$ cat src/rtl/exec_unit_dtypes.sv
// Shared types and helpers for the execution-unit result interconnect.
package exec_unit_dtypes;

    typedef enum logic {
        ARB_RR    = 1'b0,
        ARB_FIXED = 1'b1
    } arb_mode_e;

    // Increment with explicit wrap so non-power-of-2 unit counts stay in range.
    function automatic int unsigned wrap_inc(int unsigned idx, int unsigned n);
        return (idx + 1 >= n) ? 0 : idx + 1;
    endfunction

endpackage

$ cat src/rtl/eu_icon_rr_scan.sv
// Combinational scan: grants the first NUM_CHANNELS requesters found walking
// from the start index, and maps the k-th winner onto channel k.
module eu_icon_rr_scan
    import exec_unit_dtypes::*;
#(
    parameter int NUM_UNITS    = 4,
    parameter int NUM_CHANNELS = 2,
    localparam int UNIT_ID_W   = $clog2(NUM_UNITS)
) (
    input  logic [NUM_UNITS-1:0]                     req,
    input  logic [UNIT_ID_W-1:0]                     start,
    output logic [NUM_UNITS-1:0]                     grant,
    output logic [NUM_CHANNELS-1:0][UNIT_ID_W-1:0]   ch_unit,
    output logic [NUM_CHANNELS-1:0]                  ch_assigned,
    output logic [UNIT_ID_W-1:0]                     last_idx
);

    // Walk units in scan order, handing out channels until they run out.
    always_comb begin
        logic [UNIT_ID_W-1:0] idx;
        int cnt;
        grant       = '0;
        ch_unit     = '0;
        ch_assigned = '0;
        last_idx    = '0;
        cnt         = 0;
        idx         = start;
        for (int k = 0; k < NUM_UNITS; k++) begin
            if (req[idx] && cnt < NUM_CHANNELS) begin
                grant[idx] = 1'b1;
                for (int c = 0; c < NUM_CHANNELS; c++) begin
                    if (c == cnt) begin
                        ch_unit[c]     = idx;
                        ch_assigned[c] = 1'b1;
                    end
                end
                last_idx = idx;
                cnt++;
            end
            idx = UNIT_ID_W'(wrap_inc(32'(idx), NUM_UNITS));
        end
    end

endmodule

$ cat src/rtl/eu_icon_arbiter.sv
// N-unit to M-channel broadcast arbiter: picks up to NUM_CHANNELS requesters
// per cycle and registers their payloads, tagged with source ID, onto channels.
module eu_icon_arbiter
    import exec_unit_dtypes::*;
#(
    parameter int NUM_UNITS    = 4,
    parameter int NUM_CHANNELS = 2,
    parameter int DATA_WIDTH   = 32,
    parameter int ARB_MODE     = 0,
    localparam int UNIT_ID_W   = $clog2(NUM_UNITS)
) (
    input  logic                                     clk,
    input  logic                                     reset_n,
    input  logic                                     flush,
    input  logic [NUM_UNITS-1:0]                     req_valid,
    input  logic [NUM_UNITS-1:0][DATA_WIDTH-1:0]     req_data,
    output logic [NUM_UNITS-1:0]                     req_ready,
    output logic [NUM_CHANNELS-1:0]                  ch_valid,
    output logic [NUM_CHANNELS-1:0][DATA_WIDTH-1:0]  ch_data,
    output logic [NUM_CHANNELS-1:0][UNIT_ID_W-1:0]   ch_src,
    output logic [UNIT_ID_W-1:0]                     rr_ptr_o
);

    if (NUM_UNITS < 2 || NUM_CHANNELS < 1 || NUM_CHANNELS > NUM_UNITS) begin : g_bad_params
        $error("eu_icon_arbiter: need NUM_UNITS >= 2 and 1 <= NUM_CHANNELS <= NUM_UNITS");
    end

    localparam bit FIXED = (ARB_MODE == int'(ARB_FIXED));

    typedef struct packed {
        logic                  valid;
        logic [UNIT_ID_W-1:0]  src;
        logic [DATA_WIDTH-1:0] data;
    } ch_rec_t;

    ch_rec_t [NUM_CHANNELS-1:0]                ch_q, ch_d;
    logic [UNIT_ID_W-1:0]                      rr_ptr_q, rr_ptr_d;
    logic [UNIT_ID_W-1:0]                      scan_start;
    logic [UNIT_ID_W-1:0]                      last_idx;
    logic [NUM_UNITS-1:0]                      grant;
    logic [NUM_CHANNELS-1:0][UNIT_ID_W-1:0]    ch_unit;
    logic [NUM_CHANNELS-1:0]                   ch_assigned;

    assign scan_start = FIXED ? '0 : rr_ptr_q;

    eu_icon_rr_scan #(
        .NUM_UNITS    (NUM_UNITS),
        .NUM_CHANNELS (NUM_CHANNELS)
    ) u_scan (
        .req         (req_valid),
        .start       (scan_start),
        .grant       (grant),
        .ch_unit     (ch_unit),
        .ch_assigned (ch_assigned),
        .last_idx    (last_idx)
    );

    // Ready is suppressed during reset and flush so no transfer can slip through.
    assign req_ready = (reset_n && !flush) ? grant : '0;

    // Next state for pointer and channel registers; unassigned channels keep payload.
    always_comb begin
        rr_ptr_d = rr_ptr_q;
        ch_d     = ch_q;
        if (flush) begin
            rr_ptr_d = '0;
            for (int c = 0; c < NUM_CHANNELS; c++) begin
                ch_d[c].valid = 1'b0;
            end
        end else begin
            if (FIXED) begin
                rr_ptr_d = '0;
            end else if (|grant) begin
                rr_ptr_d = UNIT_ID_W'(wrap_inc(32'(last_idx), NUM_UNITS));
            end
            for (int c = 0; c < NUM_CHANNELS; c++) begin
                ch_d[c].valid = ch_assigned[c];
                if (ch_assigned[c]) begin
                    ch_d[c].src  = ch_unit[c];
                    ch_d[c].data = req_data[ch_unit[c]];
                end
            end
        end
    end

    // State registers with asynchronous clear.
    always_ff @(posedge clk or negedge reset_n) begin
        if (!reset_n) begin
            ch_q     <= '0;
            rr_ptr_q <= '0;
        end else begin
            ch_q     <= ch_d;
            rr_ptr_q <= rr_ptr_d;
        end
    end

    // Unpack channel records onto the output ports.
    always_comb begin
        for (int c = 0; c < NUM_CHANNELS; c++) begin
            ch_valid[c] = ch_q[c].valid;
            ch_data[c]  = ch_q[c].data;
            ch_src[c]   = ch_q[c].src;
        end
        rr_ptr_o = rr_ptr_q;
    end

endmodule

$ cat config.mk
export PLATFORM = sky130hd
export DESIGN_NAME = eu_icon_arbiter
export DESIGN_NICKNAME = d
export VERILOG_FILES = /design/src/rtl/exec_unit_dtypes.sv /design/src/rtl/eu_icon_rr_scan.sv /design/src/rtl/eu_icon_arbiter.sv
export SDC_FILE = /design/constraint.sdc
export NUM_CORES = 1
export LEC_CHECK = 0
export BUFFER_PORTS_ARGS = -buffer_cell sky130_fd_sc_hd__buf_2
export CAP_MARGIN = 25
export CORE_UTILIZATION = 44
export CTS_CLUSTER_SIZE = 28
export DETAILED_ROUTE_END_ITERATION = 16
export GPL_TIMING_DRIVEN = 0
export MAX_ROUTING_LAYER = met4
export PLACE_DENSITY = 0.7
export SYNTH_ARGS = -nofsm -noshare
export SYNTH_HDL_FRONTEND = slang
export SYNTH_SLANG_ARGS = --single-unit
$ cat constraint.sdc
create_clock -name clk -period 6.5 [get_ports clk]
set_input_delay 0.975 -clock clk [delete_from_list [all_inputs] [get_ports clk]]
set_output_delay 0.975 -clock clk [all_outputs]
set_load 0.005 [all_outputs]
==> metrics.yaml <==
sta:
  finalCriticalPeriod_ns: 6.08
  setup_ws_ns: 0.424
  post-route-period-util_pct: 93.5
  grt_setup_unrepaired: "false"
  clock_skew_ns: 0.00915
  hold_viol_final: 0
  worst_slew_margin_rel_pct: 54.3
  fin_hold_ws_ns: 0.484
  timing.setup.tns_ns: 0
  worst-slew-pin-transition_ns: 0.684
  finalMaxSlewViolations: 0
  final-setup-viol-count: 0
  maxClockFrequency_mhz: 165
detailed_routing:
  post-route-drc-count: 0
  route.antenna.remaining_nets: 0
  via_count: 6138
  drt-wirelength-per-cell_um: 20.5
  drt_first_iter_violations: 503
  post_drt_via_cell_ratio: 6.10
  detailedRoute.firstPassIterationCount: 7
  routed_wirelength_um: 20700
synth:
  syn-cell-area_mm2: 0.00569
  synth-main-ff-cell: "dfrtp_1"
  synth_cell_types: 60
  synth_enable_flop_cells: 0
  synth_warnings: 0
  synth.net_count: 757
  avgSynthCellArea_um2: 9.34
  synth.ff_latch_count: 72
  synth.yosys.seq_area_share_pct: 31.7
  synthCells: 609
  ys_async_sr_fraction_pct: 100
setup_path:
  slowest_stage: "dfrtp_1"
  worst_ep_arrival_time_ns: 5.10
  worstPathMaxFanout: 11
  critPathLaunchType: "flop"
  critPathMaxStageDelay_ns: 0.50
  kind_of_critical_path: "reg -> out"
  critical_path_end_type: "primary output"
  timing.critical_path.cells: "buf_6 -> inv_1 -> ha_1 -> buf_2 -> mux2i_2 -> mux2i_4 -> ha_1 -> clkbuf_1 -> o21bai_1 -> o22a_4 -> inv_4 -> fa_1 -> or3_1 -> o22ai_4 -> a22oi_1 -> a21oi_1 -> buf_2"
  cp.required_ns: 5.52
  r2r.worst_path.cells: 19
clock_tree:
  h-tree-depth: 3
  cts_made_buffers: 9
  clk_pin_slew_worst_paths_ns: 0.05
  clk_latency_ns: 0.34
  tritoncts: "done"
  cts-hold-fix-buffers: 0
  cts-root-to-sink-buffers: 2
  tritoncts_num_sinks: 72
  clk_root_buffer_cell: "clkbuf_16"
global_routing:
  global_route.overflow_total: 0
  global_route_wire_length_before_repair_um: 31000
  first_global_vias: 5944
  grt_max_degree: 42
  combined_global_route_utilization_of_all_metal_layers_pct: 31.1
  antenna_violations_before_repair: 0
floorplan:
  die_area_mm2: 0.0134
  die_height_um: 116
  core_area_mm2: 0.0126
  initial_utilization_pct: 45.1
  io_pins: 211
  die_w_um: 116
  floorplan.rows: 41
power_and_ir_drop:
  post-layout-total-power_mw: 5.39
  power_density_mw_per_mm2: 738
  cellLeakagePower_nw: 3.33
  worst_ir_drop_vdd_uv: 393
finish:
  layout.nets: 979
  drive_above_1_share_pct: 37.4
  multi_input_area_mm2: 0.00351
  final.fill_count: 1166
  finalInstanceArea_mm2: 0.00730
  flow.area_growth_from_synthesis_pct: 28.4
  diodes: 0
  ff_latch_area_mm2: 0.00180
placed_design:
  place_hpwl_um: 15100
  gp_congestion: 0.892
  placement.setup.worst_slack_ns: 0.369
  post_dp_cell_area_mm2: 0.00698
  buffer_ports.inserted: 210
min_path:
  holdPathStages: 2
  hold_path.class: "reg -> reg"
run:
  max_cap_violations: 0
outcome:
  result_of_the_run: "finished, final reports clean"
==> registers in the layout (all words and copies together), names as in the netlist <==
signal    flops
ch_src        4
rr_ptr_o      2
ch_data      64
ch_valid      2
==> timing repair <==
item / CTS / global route
gates resized for setup: 0 / 3
buffers inserted: 0 / 0
setup endpoints to repair: 0 / 29
==> synthesized netlist by cell type (3+ instances only) <==
cell type / count / share of area (%)
o21ai_0: 35 / 3.1
o21bai_1: 4 / 0.53
nor2_1: 35 / 2.3
a21o_1: 33 / 4.4
o31ai_1: 4 / 0.53
a21oi_1: 5 / 0.44
or3_1: 34 / 3.7
a32oi_1: 3 / 0.46
a31oi_1: 32 / 3.5
dfrtp_1: 72 / 32
buf_6: 8 / 1.6
nand3_1: 33 / 2.9
a22oi_1: 5 / 0.66
mux2i_1: 71 / 12
ha_1: 12 / 2.6
nand2b_1: 5 / 0.55
o211ai_2: 29 / 6.4
clkbuf_1: 23 / 1.5
buf_4: 13 / 1.7
buf_2: 14 / 1.2
mux2_2: 6 / 1.2
o211ai_1: 9 / 1.2
o221ai_1: 32 / 4.9
nand2_1: 47 / 3.1
==> metrics by stage <==
stage	std cells	util (%)
finish	1006	57.9
global route	1006	57.9
CTS	1006	57.8
detailed placement	992	55.3
global placement	991	55.1
floorplan	609	-
==> area by class of cell <==
cell class | count | area share [%]
Buffer | 60 | 4.87
Clock buffer | 10 | 3.27
Clock inverter | 4 | 0.960
Inverter | 6 | 0.394
Multi-Input combinational cell | 471 | 48.1
Sequential cell | 72 | 24.7
Tap cell | 172 | 2.95
Timing Repair Buffer | 211 | 14.8
==> logic make-up (layout without fill, tap and decap cells) <==
logic type,after synthesis,after routing,share of synthesized area (%)
simple gates,167,167,14.4
flops,72,72,31.7
xor+xnor,1,1,0.154
fa+ha+maj,13,13,2.99
compound gates,210,210,29.5
buf+inv,66,291,6.73
mux,80,80,14.6
==> routing by layer <==
| metal | up-vias | part of all wire, % | GRT usage [%] |
|---|---|---|---|
| met5 | - | 0 | - |
| met4 | 0 | 2.9 | 13.2 |
| li1 | 2781 | - | - |
| met2 | 330 | 48 | 50.6 |
| met3 | 56 | 7.2 | 4.29 |
| met1 | 2971 | 42 | 38.7 |
==> report_power, final <==
part	total [mW]	leakage, nW	internal [mW]	switching (mW)
Clock	0.538	0.154	0.341	0.197
Combinational	4.02	2.31	1.63	2.38
Sequential	0.832	0.862	0.693	0.138
==> critical path: cells and delay by family (launching register included) <==
kind | cells | cell delay (ns)
buf+inv | 6 | 1.14
compound gates | 5 | 1.07
fa+ha+maj | 3 | 0.95
mux | 2 | 0.68
flops | 1 | 0.50
simple gates | 1 | 0.42
==> placed cells by master, fill, tap and decap left out, types with 2 or more instances in the layout <==
master	netlist	layout
o21ai_0	35	35
o21ai_1	2	2
a222oi_1	2	2
o31ai_1	4	4
a22oi_1	5	5
mux2i_1	71	71
nand2_1	47	47
clkbuf_2	2	3
nand3_1	33	33
a21oi_1	5	5
mux2i_2	2	2
a21o_1	33	33
bufinv_16	0	2
a31oi_1	32	31
clkbuf_16	0	9
nor3b_1	2	2
o221ai_1	32	32
dfrtp_1	72	72
o211ai_1	9	9
nand2b_1	5	5
ha_1	12	12
a22o_1	2	2
o21bai_1	4	4
buf_2	14	223
a32oi_1	3	3
or3_1	34	34
inv_1	2	2
buf_4	13	14
or2_1	2	2
buf_6	8	8
clkinv_2	1	3
mux2_2	6	6
inv_4	2	2
clkbuf_1	23	22
nor2_1	35	35
o211ai_2	29	29
==> final timing paths <==
check	from	end	slack [ns]
max in group asynchronous	reset_n	rr_ptr_o[1]$_DFFE_PN0P_	5.32
worst min register to register	ch_data[62]$_DFFE_PN0P_	ch_data[62]$_DFFE_PN0P_	0.48
worst max register to register	rr_ptr_o[0]$_DFFE_PN0P_	ch_data[18]$_DFFE_PN0P_	0.47
min in group asynchronous	reset_n	ch_data[46]$_DFFE_PN0P_	0.59
worst min-delay path	ch_data[62]$_DFFE_PN0P_	ch_data[62]$_DFFE_PN0P_	0.48
worst max-delay path	rr_ptr_o[0]$_DFFE_PN0P_	req_ready[1]	0.42
No activity file was read; power rests on OpenSTA's default activity.
